==> config.mk <==
export PLATFORM = sky130hd
export DESIGN_NAME = soc_video_top
export DESIGN_NICKNAME = d
export VERILOG_FILES = /design/src/rtl/soc_video_top.sv
export SDC_FILE = /design/constraint.sdc
export NUM_CORES = 1
export LEC_CHECK = 0
export CORE_MARGIN = 3
export CORE_UTILIZATION = 45
export CTS_CLUSTER_SIZE = 24
export DETAILED_ROUTE_END_ITERATION = 8
export PLACE_DENSITY = 0.71
export RECOVER_POWER = 50
export SYNTH_ARGS = -nofsm -noshare
export SYNTH_HDL_FRONTEND = slang
export SYNTH_SLANG_ARGS = --single-unit
==> constraint.sdc <==
create_clock -name FPGA_CLK1_50 -period 2.6 [get_ports FPGA_CLK1_50]
set_clock_uncertainty 0.05 [all_clocks]
set_input_delay 0.78 -clock FPGA_CLK1_50 [delete_from_list [all_inputs] [get_ports FPGA_CLK1_50]]
set_output_delay 0.78 -clock FPGA_CLK1_50 [all_outputs]
set_load 0.01 [all_outputs]
==> src/rtl/soc_video_top.sv <==
// DE-nano class FPGA top: status LEDs plus a VGA-style grid test pattern.
// Ports: FPGA_CLK1_50/sys_rst, KEY/SW in, LED out, video_CLK/HS/VS/BLANK/RGB out.
module soc_video_top #(
  parameter int HDISP     = 800,
  parameter int VDISP     = 480,
  parameter int HFP       = 40,
  parameter int HPULSE    = 48,
  parameter int HBP       = 40,
  parameter int VFP       = 13,
  parameter int VPULSE    = 3,
  parameter int VBP       = 29,
  parameter int CLK_FREQ  = 50000000,
  parameter int FRAME_DIV = 30
) (
  input  logic        FPGA_CLK1_50,
  input  logic        sys_rst,
  input  logic [1:0]  KEY,
  input  logic [3:0]  SW,
  output logic [7:0]  LED,
  output logic        video_CLK,
  output logic        video_HS,
  output logic        video_VS,
  output logic        video_BLANK,
  output logic [23:0] video_RGB
);

  localparam int HTOT = HDISP + HFP + HPULSE + HBP;
  localparam int VTOT = VDISP + VFP + VPULSE + VBP;
  localparam int HW   = $clog2(HTOT);
  localparam int VW   = $clog2(VTOT);
  localparam int HB_N = (CLK_FREQ / 2 > 1) ? CLK_FREQ / 2 : 2;
  localparam int HB_W = $clog2(HB_N);
  localparam int FD_N = (FRAME_DIV > 1) ? FRAME_DIV : 2;
  localparam int FD_W = $clog2(FD_N);

  localparam logic [HW-1:0]   H_LAST  = HW'(HTOT - 1);
  localparam logic [VW-1:0]   V_LAST  = VW'(VTOT - 1);
  localparam logic [HB_W-1:0] HB_LAST = HB_W'(HB_N - 1);
  localparam logic [FD_W-1:0] FD_LAST = FD_W'(FRAME_DIV - 1);

  logic [HW-1:0]   h;
  logic [VW-1:0]   v;
  logic [HB_W-1:0] hb_cnt;
  logic [FD_W-1:0] fr_cnt;
  logic            led_hb;
  logic            led_fr;
  logic [1:0]      led_key;
  logic [3:0]      led_sw;

  logic pix_en;
  logic h_last;
  logic v_last;
  logic blank_n;
  logic hs_n;
  logic vs_n;
  logic grid_n;

  // Video state moves on the edge where video_CLK falls, so the
  // outputs are settled when the DAC samples on its rising edge.
  assign pix_en = video_CLK;
  assign h_last = (h == H_LAST);
  assign v_last = (v == V_LAST);

  always_comb begin
    blank_n = (int'(h) < HDISP) && (int'(v) < VDISP);
    hs_n    = !((int'(h) >= HDISP + HFP) &&
                (int'(h) <  HDISP + HFP + HPULSE));
    vs_n    = !((int'(v) >= VDISP + VFP) &&
                (int'(v) <  VDISP + VFP + VPULSE));
    grid_n  = ((int'(h) % 16) == 0) || ((int'(v) % 16) == 0);
  end

  always_ff @(posedge FPGA_CLK1_50 or posedge sys_rst) begin
    if (sys_rst) begin
      video_CLK   <= 1'b0;
      h           <= '0;
      v           <= '0;
      video_HS    <= 1'b1;
      video_VS    <= 1'b1;
      video_BLANK <= 1'b0;
      video_RGB   <= '0;
    end else begin
      video_CLK <= ~video_CLK;
      if (pix_en) begin
        h <= h_last ? '0 : h + 1'b1;
        if (h_last) begin
          v <= v_last ? '0 : v + 1'b1;
        end
        video_HS    <= hs_n;
        video_VS    <= vs_n;
        video_BLANK <= blank_n;
        video_RGB   <= (blank_n && grid_n) ? 24'hFFFFFF : 24'h000000;
      end
    end
  end

  always_ff @(posedge FPGA_CLK1_50 or posedge sys_rst) begin
    if (sys_rst) begin
      hb_cnt <= '0;
      led_hb <= 1'b0;
    end else if (hb_cnt == HB_LAST) begin
      hb_cnt <= '0;
      led_hb <= ~led_hb;
    end else begin
      hb_cnt <= hb_cnt + 1'b1;
    end
  end

  always_ff @(posedge FPGA_CLK1_50 or posedge sys_rst) begin
    if (sys_rst) begin
      fr_cnt <= '0;
      led_fr <= 1'b0;
    end else if (pix_en && h_last && v_last) begin
      if (fr_cnt == FD_LAST) begin
        fr_cnt <= '0;
        led_fr <= ~led_fr;
      end else begin
        fr_cnt <= fr_cnt + 1'b1;
      end
    end
  end

  always_ff @(posedge FPGA_CLK1_50 or posedge sys_rst) begin
    if (sys_rst) begin
      led_key <= '0;
      led_sw  <= '0;
    end else begin
      led_key <= ~KEY;
      led_sw  <= SW;
    end
  end

  assign LED = {led_sw, led_key, led_fr, led_hb};

endmodule

# Word-level counts from Yosys, hierarchy flattened
# Cells that the tools add are included.
# word_totals
memories	0
mem_bits_rw	0
latchBits	0
mem_bits_ro	0
input_bits	8
regBits	86
# op_classes
div_mod_pow	0
bitwise	4
addsub	4
reduce_logical	13
n_mul	0
muxes	5
n_eq_ne	4
magnitude_cmp	6
shifts	0
# op_table
op	count
$logic_not 32->1	2
$add 25x1->25 const B	1
$eq 25x25->1 const B	1
$mux 25	1
$mux 24	1
$add 10x1->10 const B	2
$eq 10x10->1 const B	2
$lt 10x10->1 const B	2
$lt 10x9->1 const B	2
$mux 10	2
$ge 10x10->1 const B	1
$ge 10x9->1 const B	1
$logic_and 1x1->1	6
$add 5x1->5 const B	1
$eq 5x5->1 const B	1
$mux 5	1
$reduce_and 2->1	2
$not 1->1	3
$logic_not 1->1	2
$not 2->2	1
$logic_or 1x1->1	1

# Depth between registers and ports, before layout
# logic_depth
word_depth	4
mapped_depth	7
mapped_depth_nobuf	6

# Worst setup path before layout
# Ideal clock, no wire load.
# synth_timing
path_kind	register -> register
start	reg v[5]
end	reg fr_cnt[3]
slack_ns	0.570
arrival_ns	1.848
setup_time_ns	0.132
period_less_slack_ns	2.030
path_stages_with_launch	6
path_cell_list	dfrtp_1 -> or4_4 -> or4_1 -> buf_2 -> o31ai_1 -> o31ai_1
# synth_between
elab_chain_cells	2
# synth_lines
item	line	source
start, declared	42	logic [VW-1:0] v;
start signal, assigned	87	v <= v_last ? '0 : v + 1'b1;
$eq 10x10->1	62	assign v_last = (v == V_LAST);
$logic_and 1x1->1	113	end else if (pix_en && h_last && v_last) begin
end signal, assigned	118	fr_cnt <= fr_cnt + 1'b1;
end, declared	44	logic [FD_W-1:0] fr_cnt;
# Every way passes these cells.
# A chain may end at the register's enable or synchronous reset.

==> results.sh <==
export IMPL_fin_crit_sh_pct=90.23
export IMPL_worstMarginPinSlew_ps=682.4
export IMPL_synthMuxAreaShare_pct=1.257
export IMPL_clock_sinks=63
export IMPL_cts_tree="done"
export IMPL_critPathCaptureType="primary output"
export IMPL_yosys_warnings=0
export IMPL_ys_seq_area_share_pct=49.57
export IMPL_synth_compound_area_share_pct=7.620
export IMPL_min_period_ps=2346
export IMPL_yosysMostFrequentCell="dfrtp_1"
export IMPL_clk_transition_reported_paths_ps=70
export IMPL_dieHeight_um=90.14
export IMPL_hold_buffers=0
export IMPL_antenna_cells=0
export IMPL_max_clock_path_buffers=2
export IMPL_synthTopCellsByArea="dfrtp_1 (48%), buf_4 (5.9%), xnor2_1 (5.5%)"
export IMPL_insertion_delay_ps=350
export IMPL_via_per_inst=5.290
export IMPL_drt_iter0_markers=129
export IMPL_grt_first_pass_wirelength_mm=10.31
export IMPL_cts_inserted_buffers=9
export IMPL_worstHoldStart="led_hb$_DFFE_PP0N_"
export IMPL_final_cell_area_um2=3750
export IMPL_syn_to_final_growth_pct=17.71
export IMPL_crit_chain="clkdlybuf4s50_1"
export IMPL_async_flop_share_pct=100.0
export IMPL_r2r_start="v[6]$_DFFE_PP0N_"
export IMPL_firstDrtPassIters=4
export IMPL_overflow=0
export IMPL_rsz0062_at_grt="no"
export IMPL_synthFlopType="dfrtp_1"
export IMPL_fin_setup_tns_ps=0
export IMPL_dp_cells=430
export IMPL_clock_tree_root_cell="clkbuf_8"
export IMPL_ff2ff_setup_slack_ps=420
export IMPL_synth_edf_count=0
export IMPL_avgSynthCellArea_um2=10.02
export IMPL_io_pins=44
export IMPL_fp_dieW_um=90.14
export IMPL_hold_end="led_hb$_DFFE_PP0N_"
export IMPL_pre_cts_ws_ps=380.2
export IMPL_ant_nets=0
export IMPL_power_density_nw_per_um2=479.7
export IMPL_htreeDepth=3
export IMPL_place_gp_congestion=0.7761
export IMPL_ys_ff_latch=63
export IMPL_finalNetCount=361
export IMPL_syn_area_um2=3186
export IMPL_dieArea_um2=8124
export IMPL_grt_util_all_layers_pct=15.54
export IMPL_reg2reg_depth=4
export IMPL_crit_family="buffers and inverters"
export IMPL_power_mw=1.799
export IMPL_portBuffers=43
export IMPL_crit_fanout=25
export IMPL_min_path_cells=1
export IMPL_critical_path_arrival_ps=1520
export IMPL_final_setup_worst_slack_ps=253.9
export IMPL_utilization_pct=54.89
export IMPL_wl_per_cell_um=13.25
export IMPL_yosys_cell_types_count=41
export IMPL_worst_path_largest_cell_delay_ps=610
export IMPL_synth_top_area_share_pct=47.92
export IMPL_vias=2354
export IMPL_hpwl_mm=4.075
export IMPL_synth_commonest_cells="dfrtp_1 (61), nor2_1 (29), buf_4 (25), xnor2_1 (20), nand2_1 (19)"
export IMPL_crit_buf_inv=1
export IMPL_synthCells=318
export IMPL_drv_cap=0
export IMPL_core_area_um2=6832
export IMPL_grt_pass1_vias=2297
export IMPL_setup_violations=0
export IMPL_outcome="finished clean"
export IMPL_cts_setup_buffers=0
export IMPL_synth_top_cell_by_area="dfrtp_1"
export IMPL_cp_required_ps=1770
export IMPL_synth_top_family_by_area="simple AND/OR/NAND/NOR gates"
export IMPL_peakVddDrop_mv=0.2799
export IMPL_crit_slowest_cell="clkdlybuf4s50_1"
export IMPL_finalNonFillerCells=445
export IMPL_wirelength_mm=5.896
export IMPL_p_leak_nw=1.671
export IMPL_fmax_ghz=0.4262
export IMPL_hold_class="flop to flop"
export IMPL_initial_core_util_pct=46.63
export IMPL_r2r_end="fr_cnt[3]$_DFFE_PP0P_"
export IMPL_rows=30
export IMPL_drc=0
export IMPL_place_area_um2=3587
export IMPL_relSlewSlack_pct=54.51
export IMPL_holdWs_ps=416.3
export IMPL_synth_net_count=334
export IMPL_final_max_slew_viol_count=0
export IMPL_crit_type="flop to primary output"
export IMPL_antenna_found_initial=0
export IMPL_synthSimpleGateAreaFrac_pct=21.56
export IMPL_setup_worst_path_start_class="flop"
export IMPL_synthXorXnorAreaFrac_pct=7.698
export IMPL_drive_gt1_share_pct=8.596
export IMPL_cts_resized=0
export IMPL_synthAdderAreaFrac_pct=3.142
export IMPL_grt_start_max_net_pins=53
export IMPL_finalHoldViolCount=0
worst max-delay path by stage:
stage | start | to | slack, ps | depth (start not counted)
after global placement | video_RGB[22]$_DFFE_PP0P_ | video_RGB[19] | 460 | 1
after detailed placement | video_RGB[22]$_DFFE_PP0P_ | video_RGB[13] | 380 | 1
final | video_RGB[22]$_DFFE_PP0P_ | video_RGB[13] | 250 | 1
after CTS | video_RGB[22]$_DFFE_PP0P_ | video_RGB[13] | 4 | 1
after floorplan | sys_rst | fr_cnt[0]$_DFFE_PP0P_ | 200 | 1
after global routing | video_RGB[22]$_DFFE_PP0P_ | video_RGB[1] | 150 | 1
where the power goes:
| part | internal, mW | total [mW] | switching [mW] |
|---|---|---|---|
| combinational | 0.0160 | 0.0398 | 0.0239 |
| clock | 0.418 | 0.773 | 0.354 |
| sequential | 0.985 | 0.986 | 0.00115 |
| total | 1.42 | 1.80 | 0.379 |
cell families after synthesis:
logic type,after synthesis
adder cells (fa/ha/maj),8
AND/OR/NAND/NOR,126
multiplexers,4
XOR/XNOR,28
flip-flops,63
AO/OA/AOI/OAI,37
buffers and inverters,52
metal layers:
| layer | GRT usage (%) | vias up | part of all wire (%) |
|---|---|---|---|
| li1 | - | 1151 | - |
| met1 | 19.00 | 1142 | 46 |
| met2 | 24.95 | 51 | 47 |
| met3 | 4.686 | 10 | 5.2 |
| met4 | 7.781 | 0 | 2.1 |
| met5 | 0 | - | 0 |
state kept, by name (all words and copies together), names as in the netlist:
signal and flops:
video_HS 1, hb_cnt 25, led_hb 1, h 10, led_sw 4, video_RGB 1
v 10, video_BLANK 1, video_VS 1, led_key 2, video_CLK 1, led_fr 1
fr_cnt 5
cell usage in the layout (no fill, tap or decap), types with 9 or more instances in the layout:
| cell | Yosys | layout |
|---|---|---|
| and3_1 | 9 | 9 |
| xnor2_1 | 20 | 20 |
| dfrtp_1 | 61 | 60 |
| o21ai_0 | 9 | 9 |
| inv_1 | 17 | 17 |
| nand2_1 | 19 | 19 |
| nand3_1 | 16 | 16 |
| clkdlybuf4s50_1 | 0 | 36 |
| nor2_1 | 29 | 29 |
| nand4_1 | 14 | 14 |
| clkbuf_8 | 0 | 12 |
final cells by class:
| type | instances | area, um2 |
|---|---|---|
| clock buffer | 14 | 172.7 |
| clock inverter | 1 | 5.005 |
| fill | 632 | 3082 |
| inverter | 17 | 63.81 |
| multi-input combinational | 203 | 1321 |
| sequential | 63 | 1580 |
| tap | 96 | 120.1 |
| timing repair buffer | 51 | 486.7 |
(Power assumes the default switching activity.)
